===== config.mk =====
export PLATFORM = sky130hd
export DESIGN_NAME = riscv_fetch_buffer
export DESIGN_NICKNAME = d
export VERILOG_FILES = /design/src/rtl/riscv_fetch_buffer.sv
export SDC_FILE = /design/constraint.sdc
export NUM_CORES = 1
export LEC_CHECK = 0
export ABC_AREA = 1
export CAP_MARGIN = 25
export CORE_AREA = 3 3 178 180
export CTS_BUF_LIST = sky130_fd_sc_hd__clkbuf_16
export CTS_CLUSTER_SIZE = 20
export DETAILED_ROUTE_END_ITERATION = 10
export DIE_AREA = 0 0 181 183
export GPL_TIMING_DRIVEN = 0
export PLACE_DENSITY = 0.81
export SLEW_MARGIN = 20
export SYNTH_ARGS = -nofsm -noshare
export SYNTH_HDL_FRONTEND = slang
export SYNTH_SLANG_ARGS = --single-unit

===== constraint.sdc =====
create_clock -name i_clk -period 2.15 [get_ports i_clk]
set_input_delay 0.215 -clock i_clk [delete_from_list [all_inputs] [get_ports i_clk]]
set_output_delay 0.215 -clock i_clk [all_outputs]
set_load 0.02 [all_outputs]

===== src/rtl/riscv_fetch_buffer.sv =====
// Instruction fetch buffer: issues sequential word fetches on a req/gnt bus and
// queues in-order responses as {pc, instr} pairs for the IF stage, with redirect flush.
`ifndef XLEN
`define XLEN 32
`endif

module riscv_fetch_buffer #(
  parameter int               DEPTH    = 4,
  parameter logic [`XLEN-1:0] RESET_PC = '0
) (
  input  logic             i_clk,
  input  logic             i_rstn,
  input  logic             i_fb_redirect,
  input  logic [`XLEN-1:0] i_fb_redirect_pc,
  output logic             o_fb_mem_req,
  output logic [`XLEN-1:0] o_fb_mem_addr,
  input  logic             i_fb_mem_gnt,
  input  logic             i_fb_mem_rvalid,
  input  logic [`XLEN-1:0] i_fb_mem_rdata,
  output logic             o_fb_valid,
  output logic [`XLEN-1:0] o_fb_instr,
  output logic [`XLEN-1:0] o_fb_pc,
  input  logic             i_fb_ready
);

  localparam int PW = $clog2(DEPTH);
  localparam int CW = PW + 1;

  logic             run;
  logic [`XLEN-1:0] fetch_pc;
  logic [`XLEN-1:0] resp_pc;
  logic [CW-1:0]    outstanding;
  logic [CW-1:0]    drop;
  logic [CW-1:0]    count;
  logic [PW-1:0]    wr_ptr;
  logic [PW-1:0]    rd_ptr;
  logic [`XLEN-1:0] pc_mem    [DEPTH];
  logic [`XLEN-1:0] instr_mem [DEPTH];

  logic [CW:0]      in_use;
  logic             accept;
  logic             push;
  logic             pop;
  logic [`XLEN-1:0] redirect_pc_aligned;
  logic             unused_pc_bits;

  // Every slot is either queued or still owed by the bus, so credits cover both.
  assign in_use              = {1'b0, outstanding} + {1'b0, count};
  assign o_fb_mem_req        = run & ~i_fb_redirect & (in_use < (CW+1)'(DEPTH));
  assign o_fb_mem_addr       = fetch_pc;
  assign accept              = o_fb_mem_req & i_fb_mem_gnt;
  assign push                = i_fb_mem_rvalid & ~i_fb_redirect & (drop == '0);
  assign pop                 = o_fb_valid & i_fb_ready & ~i_fb_redirect;
  assign redirect_pc_aligned = {i_fb_redirect_pc[`XLEN-1:2], 2'b00};
  assign unused_pc_bits      = ^i_fb_redirect_pc[1:0];

  assign o_fb_valid = (count != '0);
  assign o_fb_instr = instr_mem[rd_ptr];
  assign o_fb_pc    = pc_mem[rd_ptr];

  always_ff @(posedge i_clk or negedge i_rstn) begin
    if (!i_rstn) begin
      run         <= 1'b0;
      fetch_pc    <= RESET_PC;
      resp_pc     <= RESET_PC;
      outstanding <= '0;
      drop        <= '0;
    end else begin
      run <= 1'b1;
      if (i_fb_redirect) begin
        // Everything still owed after this cycle's response belongs to the old stream.
        fetch_pc    <= redirect_pc_aligned;
        resp_pc     <= redirect_pc_aligned;
        outstanding <= outstanding - CW'(i_fb_mem_rvalid);
        drop        <= outstanding - CW'(i_fb_mem_rvalid);
      end else begin
        if (accept) fetch_pc <= fetch_pc + `XLEN'(4);
        if (push) resp_pc <= resp_pc + `XLEN'(4);
        outstanding <= outstanding + CW'(accept) - CW'(i_fb_mem_rvalid);
        if (i_fb_mem_rvalid && (drop != '0)) drop <= drop - CW'(1);
      end
    end
  end

  always_ff @(posedge i_clk or negedge i_rstn) begin
    if (!i_rstn) begin
      wr_ptr <= '0;
      rd_ptr <= '0;
      count  <= '0;
      for (int i = 0; i < DEPTH; i++) begin
        pc_mem[i]    <= '0;
        instr_mem[i] <= '0;
      end
    end else if (i_fb_redirect) begin
      wr_ptr <= '0;
      rd_ptr <= '0;
      count  <= '0;
    end else begin
      if (push) begin
        pc_mem[wr_ptr]    <= resp_pc;
        instr_mem[wr_ptr] <= i_fb_mem_rdata;
        wr_ptr            <= wr_ptr + PW'(1);
      end
      if (pop) rd_ptr <= rd_ptr + PW'(1);
      count <= count + CW'(push) - CW'(pop);
    end
  end

  // A response with nothing outstanding is a bus protocol violation.
  assert property (@(posedge i_clk) disable iff (!i_rstn)
                   i_fb_mem_rvalid |-> (outstanding != '0));

endmodule


# After elaboration in Yosys (flattened, before gate mapping)
# Index checks and enable logic that the tools add are counted.
[classes]
n_addsub = 11
magnitude_cmp = 4
n_mux = 22
n_bitwise = 10
reduce_logical = 10
[op_table]
columns = ["cell", "n"]
rows = [
  ["two-way mux 32 bit", 9],
  ["bitwise mux 128 bit", 2],
  ["binary-select mux 32 bit (select 2 bit)", 2],
  ["adder 32 x 3 -> 32 bit (second input constant)", 2],
  ["demux 32 bit (select 2 bit)", 1],
  ["two-way mux 3 bit", 4],
  ["subtractor 3 x 1 -> 3 bit", 3],
  ["two-way mux 2 bit", 4],
  ["nonzero test 2 bit", 4],
  ["AND 1 bit", 7],
  ["adder 3 x 1 -> 3 bit", 2],
  [">= comparator 3 bit (second input constant)", 2],
  ["inverter 2 -> 3 bit", 2],
  ["nonzero test 3 bit", 2],
  ["adder 2 x 1 -> 2 bit (second input constant)", 2],
  ["adder 3 x 3 -> 4 bit", 1],
  ["less-than comparator 4 x 3 -> 1 bit (second input constant)", 1],
  ["logical NOT 3 bit", 1],
  ["less-than comparator 3 x 1 -> 1 bit (second input constant)", 1],
  ["subtractor 3 x 1 -> 3 bit (second input constant)", 1],
  ["logical AND 1 bit", 2],
  ["AND reduction 2 bit", 1],
  ["inverter 1 bit", 1],
]
[word_totals]
register_bits = 334
inputBits = 70
out_inout_bits = 98
wordCells = 73

# Longest topological paths before layout
# Gate-level depths: netlist of the first run.
[logic_depth]
word_depth = 7
mapped_depth = 13
depth_no_buf = 12

# Least setup slack after synthesis of the first run
# OpenSTA, ideal clock, no wires.
[synth_timing]
kind = "reg2reg"
from = "register count[1]"
to = "register outstanding[2]"
arrival_ns = 2.331
required_ns = 2.067
path_slack_ns = -0.264
path_stages_with_launch = 12
n_path_buf = 0
period_less_slack_ns = 2.414
cell_sequence = "dfrtp_1 ha_1 nand3_1 nand3_1 nor2_4 nand2_4 ha_1 inv_1 ha_1 fa_1 xor2_1 o21ai_0"
[synth_via]
elab_chain_len = 7
[synth_rtl]
columns = ["element", "line", "source"]
rows = [
  ["start, declared", "34", "logic [CW-1:0] count;"],
  ["start signal, assigned", "105", "count <= count + CW'(push) - CW'(pop);"],
  ["adder 3 x 3 -> 4 bit", "48", "assign in_use = {1'b0, outstanding} + {1'b0, count};"],
  ["less-than comparator 4 x 3 -> 1 bit", "49", "assign o_fb_mem_req = run & ~i_fb_redirect & (in_use < (CW+1)'(DEPTH));"],
  ["AND 1 bit", "49", ""],
  ["via o_fb_mem_req", "15", "output logic o_fb_mem_req,"],
  ["AND 1 bit", "51", "assign accept = o_fb_mem_req & i_fb_mem_gnt;"],
  ["adder 3 x 1 -> 3 bit", "79", "outstanding <= outstanding + CW'(accept) - CW'(i_fb_mem_rvalid);"],
  ["subtractor 3 x 1 -> 3 bit", "79", ""],
  ["two-way mux 3 bit", "70", "if (i_fb_redirect) begin"],
  ["end signal, assigned", "74", "outstanding <= outstanding - CW'(i_fb_mem_rvalid);"],
  ["end signal, assigned", "79", ""],
  ["end, declared", "32", "logic [CW-1:0] outstanding;"],
]
# The timed path passes the listed nets, and every way through them passes these cells.
# A chain may end at the register's enable or synchronous reset.

# Worst setup path in the final report of the first run
[layout_timing]
from = "register count[0]"
to = "register count[1]"
[layout_via]
elab_chain_len = 5
elab_cells_between_ends = 6
classes_between = "2 x add/sub; 1 x mux; 2 x bitwise; 1 x reduce/logical"
[layout_rtl]
columns = ["element", "line", "source"]
rows = [
  ["branches (longest 3 deep; another with adder 3 x 1 -> 3 bit)", "n/a", ""],
  ["subtractor 3 x 1 -> 3 bit (*)", "105", ""],
  ["two-way mux 3 bit (*)", "94", "end else if (i_fb_redirect) begin"],
]
# Mark *: on every way between the ends.

==> results.cfg, run 1 <==
[setup_path]
r2r_slack_ns = -0.16
crit_chain = inv_1 -> a21boi_1 -> inv_1 -> nor2_1 -> ha_4 -> inv_2 -> ha_4 -> inv_2 -> fa_2 -> nor2_2
path_max_fanout = 3
crit_path_max_incr_delay_ns = 0.52
crit_family = adder cells
timing.rr.end = count[1]
cp-end-kind = flip-flop
r2r-start = count[0]
critPathSlowestCell = fa_2
cp.arrival_ns = 2.69
path_buf_inv = 4
criticalPathCategory = flip-flop to flip-flop
cp.required_ns = 2.53
rr_worst_depth = 10
crit_path_start_kind = flip-flop

[floorplanning]
fp.coreArea_mm2 = 0.03035
die_w_um = 181
start_util = 0.5162
dieArea_mm2 = 0.03312
io-pin-count = 168
core.rowCount = 64
die_height_um = 183

[layout]
syn_to_final_growth_pct = 24.12
final_common_cell = nand2_1
final_cell_mix = nand2_1 (492), dfrtp_1 (321), o21ai_0 (246)
final_layout_size_suffix_gt1_frac = 0.1330
final_nets = 2249
final_area_mm2 = 0.01945
final_cells = 2584
fill_cells = 2491
n_antenna_cell = 0

[clock_tree]
clk_transition_reported_paths_ns = 0.06
cts_root_buf = clkbuf_16
clockBufferDepth = 3
cts_buffers = 36
clk_latency_ns = 0.53
htreeDepth = 2
cts.sinks = 322
cts_tree = built

[grt]
grt_max_degree = 90
antenna_found_initial = 0
grt_overflow = 0
grt_pass1_wl_um = 78380
grt_usage = 0.2903
grt_pass1_vias = 15042

[placement]
dpl.hpwl_um = 32550
placed_area_mm2 = 0.01791
post-place-ws_ns = -0.8095
place_inst = 2502
numPortBuffers = 161
gp_congestion = 0.9380

[timing]
setup_slack_ns = -0.1591
min_period_over_period = 1.074
max-slew-margin-rel = 0.5491
rsz0062_at_grt = yes
tightest_slew_ns = 0.6763
tns_ns = -0.4403
fin_worst_skew_ns = 0.01497
period_needed_ns = 2.309
drv_slew = 0
finalHoldViolCount = 0
fmax_mhz = 433.1
finalSetupViolCount = 4

[status]
violations = setup timing
status = finished with violations

[pwr]
finalPower_uw = 23820
p_leak_uw = 0.009324
p_per_area_mw_per_mm2 = 1225
vdd_drop_max_v = 0.0006433

[drt]
via_per_inst = 5.812
routedWlPerCell_um = 19.04
drtIter0Drc = 1651
drt_pass1_iterations = 6
via_count = 15018
drtAntennaViolNets = 0
post-route-drc-count = 0
wirelength_um = 49190

[yosys]
syn_inst = 1939
synth_area_leaders = dfrtp_1 (51%), nand2_1 (12%), o21ai_0 (8.3%)
synth_top_area_frac = 0.5143
ys_types = 41
yosysWarnings = 0
synth.largest_area_cell = dfrtp_1
postSynthAreaPerCell_um2 = 8.080
synth_edf_count = 0
ys_ff_latch = 322
ys.flop_type = dfrtp_1
yosysSeqAreaShare = 0.5143
async_flop_share = 1.000
synth_area_mm2 = 0.01567

[worst_hold_path]
min_path_type = input port to async pin

[job]
max-cap-violations = 0
==> cell usage after synthesis, types with 16 or more instances <==
master	n
buf_6	24
nand2_1	494
inv_1	137
dfrtp_1	322
ha_1	16
o21ai_1	147
nor2_1	200
buf_2	24
o21ai_0	259
o22ai_1	62
xor2_1	17
clkbuf_1	53
a21oi_1	23
nand3_1	70
==> report_power, final <==
part	internal, uW	switching, uW
Clock	3600	2510
Combinational	3620	5660
Sequential	7440	989
Total	14700	9160
==> flip-flops by register name, indices dropped and copies added (netlist names) <==
signal,flops
drop,3
rd_ptr,2
run,1
resp_pc,30
wr_ptr,2
instr_mem,128
o_fb_mem_addr,30
count,3
outstanding,3
pc_mem,120
==> kinds of logic (layout without fill, tap and decap cells) <==
family          Yosys count  count (layout)  synth area share
buf+inv                 255             501           0.07595
simple gates            805             805            0.2087
flops                   322             322            0.5143
other cells               2               5         0.0004793
xor+xnor                 20              20           0.01118
compound gates          517             517            0.1741
fa+ha+maj                18              18           0.01533
==> metrics by stage <==
step	hold slack, ns	utilization
after global placement	0.4610	0.5872
final	0.3041	0.6407
after global routing	0.3230	0.6407
after detailed placement	0.2613	0.5901
after CTS	0.2930	0.6351
after floorplan	-0.08059	-
==> routing by layer <==
metal	GRT usage	wire, um	up-vias
li1	-	-	6804
met1	0.3880	19640	7228
met2	0.4784	23250	850
met3	0.04562	4557	136
met4	0.1204	1741	0
met5	0	0	-
==> final cells by class <==
class	instances	area, um^2	share of cell area
Buffer	113	868.3	0.04465
Clock buffer	37	925.9	0.04761
Clock inverter	28	230.2	0.01184
Inverter	141	553.0	0.02844
Multi-Input combinational cell	1365	6658	0.3424
Sequential cell	322	8059	0.4144
Tap cell	396	495.5	0.02548
Timing Repair Buffer	182	1657	0.08519
==> timing repair <==
item,in CTS,in global routing
hold buffers,1,0
setup buffers,9,8
pin swaps,15,13
hold endpoints to repair,79,0
gates resized for setup,400,59
setup endpoints to repair,81,80
==> worst max-delay path by stage <==
stage | start | to | depth (start not counted)
6_report | count[0] | count[1] | 10
3_3_place_gp | i_rstn | o_fb_mem_addr[4] | 1
5_1_grt | count[0] | count[1] | 10
2_1_floorplan | count[1] | outstanding[1] | 11
3_5_place_dp | i_fb_redirect | count[2] | 11
4_1_cts | drop[0] | count[1] | 12
No activity file was read; power rests on OpenSTA's default activity.
==> run 2: changes to the inputs <==
- CAP_MARGIN: 25 -> 20
==> results of run 2 <==
No change in the layout: final DEF, timing and power equal those of run 1.
==> run 3: changes to the inputs <==
- CTS_CLUSTER_SIZE: 20 -> unset
==> results.cfg, run 3 (synthesis gave the netlist of run 1 again) <==
[drt]
via_count = 15093
drt_pass1_iterations = 6
post-route-drc-count = 0
via_per_inst = 5.841
drtAntennaViolNets = 0
routedWlPerCell_um = 19.06
drtIter0Drc = 1682
wirelength_um = 49240

[placement]
numPortBuffers = 161
gp_congestion = 0.9380
place_inst = 2502
dpl.hpwl_um = 32550

[layout]
fill_cells = 2499
final_nets = 2249
n_antenna_cell = 0
reg_top3 = instr_mem: 128 flops, pc_mem: 120 flops
final_cell_mix = nand2_1 (492), dfrtp_1 (321), o21ai_0 (238)
fin_util = 0.6411
largest_register_ffs = 128
syn_to_final_growth_pct = 24.19
final_common_cell = nand2_1
final_layout_size_suffix_gt1_frac = 0.1339
regMostFlops = instr_mem
final_cells = 2584

[floorplanning]
fp.coreArea_mm2 = 0.03035
die_w_um = 181
start_util = 0.5162
core.rowCount = 64
dieArea_mm2 = 0.03312
die_height_um = 183
io-pin-count = 168

[setup_path]
critPathSlowestCell = fa_2
criticalPathCategory = flip-flop to flip-flop
path_max_fanout = 3
path_buf_inv = 4
cp.arrival_ns = 2.68
crit_path_start_kind = flip-flop
cp.required_ns = 2.54
crit_family = adder cells
crit_path_max_incr_delay_ns = 0.52
cp-end-kind = flip-flop
crit_chain = inv_1 -> a21boi_1 -> inv_1 -> nor2_1 -> ha_4 -> inv_2 -> ha_4 -> inv_2 -> fa_2 -> nor2_2

[grt]
grt_usage = 0.2913
grt_pass1_vias = 15093
grt_overflow = 0
antenna_found_initial = 0
grt_pass1_wl_um = 78560
grt_max_degree = 90

[timing]
tns_ns = -0.4136
setup_slack_ns = -0.1466
period_needed_ns = 2.297
drv_slew = 0
min_period_over_period = 1.068
finalSetupViolCount = 4
finalHoldViolCount = 0
fin_worst_skew_ns = 0.01667
tightest_slew_ns = 0.6828
rsz0062_at_grt = yes
max-slew-margin-rel = 0.5448
whs_ns = 0.3036
fmax_mhz = 435.4

[worst_hold_path]
min_path_type = input port to async pin

[pwr]
vdd_drop_max_v = 0.0006398
p_per_area_mw_per_mm2 = 1227
p_leak_uw = 0.009324

[status]
violations = setup timing
status = finished with violations

[clock_tree]
cts_buffers = 36
clockBufferDepth = 3
htreeDepth = 2
clk_transition_reported_paths_ns = 0.06
cts.sinks = 322
cts_tree = built
cts_root_buf = clkbuf_16
clk_latency_ns = 0.53

[job]
max-cap-violations = 0
==> run 3: cell count changes in the layout (fill, tap and decap cells not counted), moves of 2 or more <==
cell,before,now
buf_4,57,60
clkinv_1,7,9
o21ai_2,1,3
nor2_2,9,11
nor2_1,199,197
buf_2,43,38
o21ai_1,159,165
o21ai_0,246,238
==> run 3: per-layer routing <==
| layer | global-route usage | up-vias | routed length, um |
|---|---|---|---|
| met2 | 0.4796 | 875 | 23320 |
| met3 | 0.05038 | 153 | 4640 |
| met1 | 0.3865 | 7271 | 19360 |
| met4 | 0.1213 | 0 | 1912 |
| met5 | 0 | - | 0 |
| li1 | - | 6794 | - |
==> run 3: area by class of cell <==
cell class | count | area (um^2) | share of cell area
flip-flops and latches | 322 | 8059 | 0.4142
repair buffers | 182 | 1674 | 0.08604
well taps | 396 | 495.5 | 0.02546
multi-input cells | 1365 | 6664 | 0.3425
clock buffers | 37 | 925.9 | 0.04759
plain buffers | 113 | 864.6 | 0.04443
clock inverters | 28 | 229.0 | 0.01177
inverters | 141 | 545.5 | 0.02804
==> run 3: path summary, 6_finish.rpt <==
check / start / endpoint / slack (ns) / cells past startpoint
max: count[0] / count[1] / -0.15 / 10
min: i_rstn / instr_mem[6] / 0.30 / 2
max reg2reg: count[0] / count[1] / -0.15 / 10
min reg2reg: pc_mem[68] / pc_mem[68] / 0.48 / 2
max in group asynchronous: i_rstn / o_fb_mem_addr[3] / 0.93 / 3
min in group i_clk: i_fb_mem_rdata[2] / instr_mem[98] / 0.31 / 3
==> run 3: timing repair <==
| action | CTS | global route |
|---|---|---|
| endpoints found under the hold margin | 79 | 0 |
| setup buffers | 9 | 8 |
| hold buffers | 1 | 0 |
| gates resized for setup | 397 | 77 |
| pin swaps | 13 | 13 |
| setup endpoints to repair | 82 | 98 |
==> run 3: report_power, final <==
group	switching (uW)	internal, uW
logic	5670	3670
registers	992	7440
clock network	2510	3600
==> run 3: through the flow <==
stage,area (um^2),power [uW],setup WS (ns)
2_1_floorplan,15710,13370,-0.1651
6_report,19460,23880,-0.1466
4_1_cts,19270,23500,-0.1631
3_5_place_dp,17910,17320,-0.8095
3_3_place_gp,17820,17050,-12.83
5_1_grt,19460,25130,-0.2200
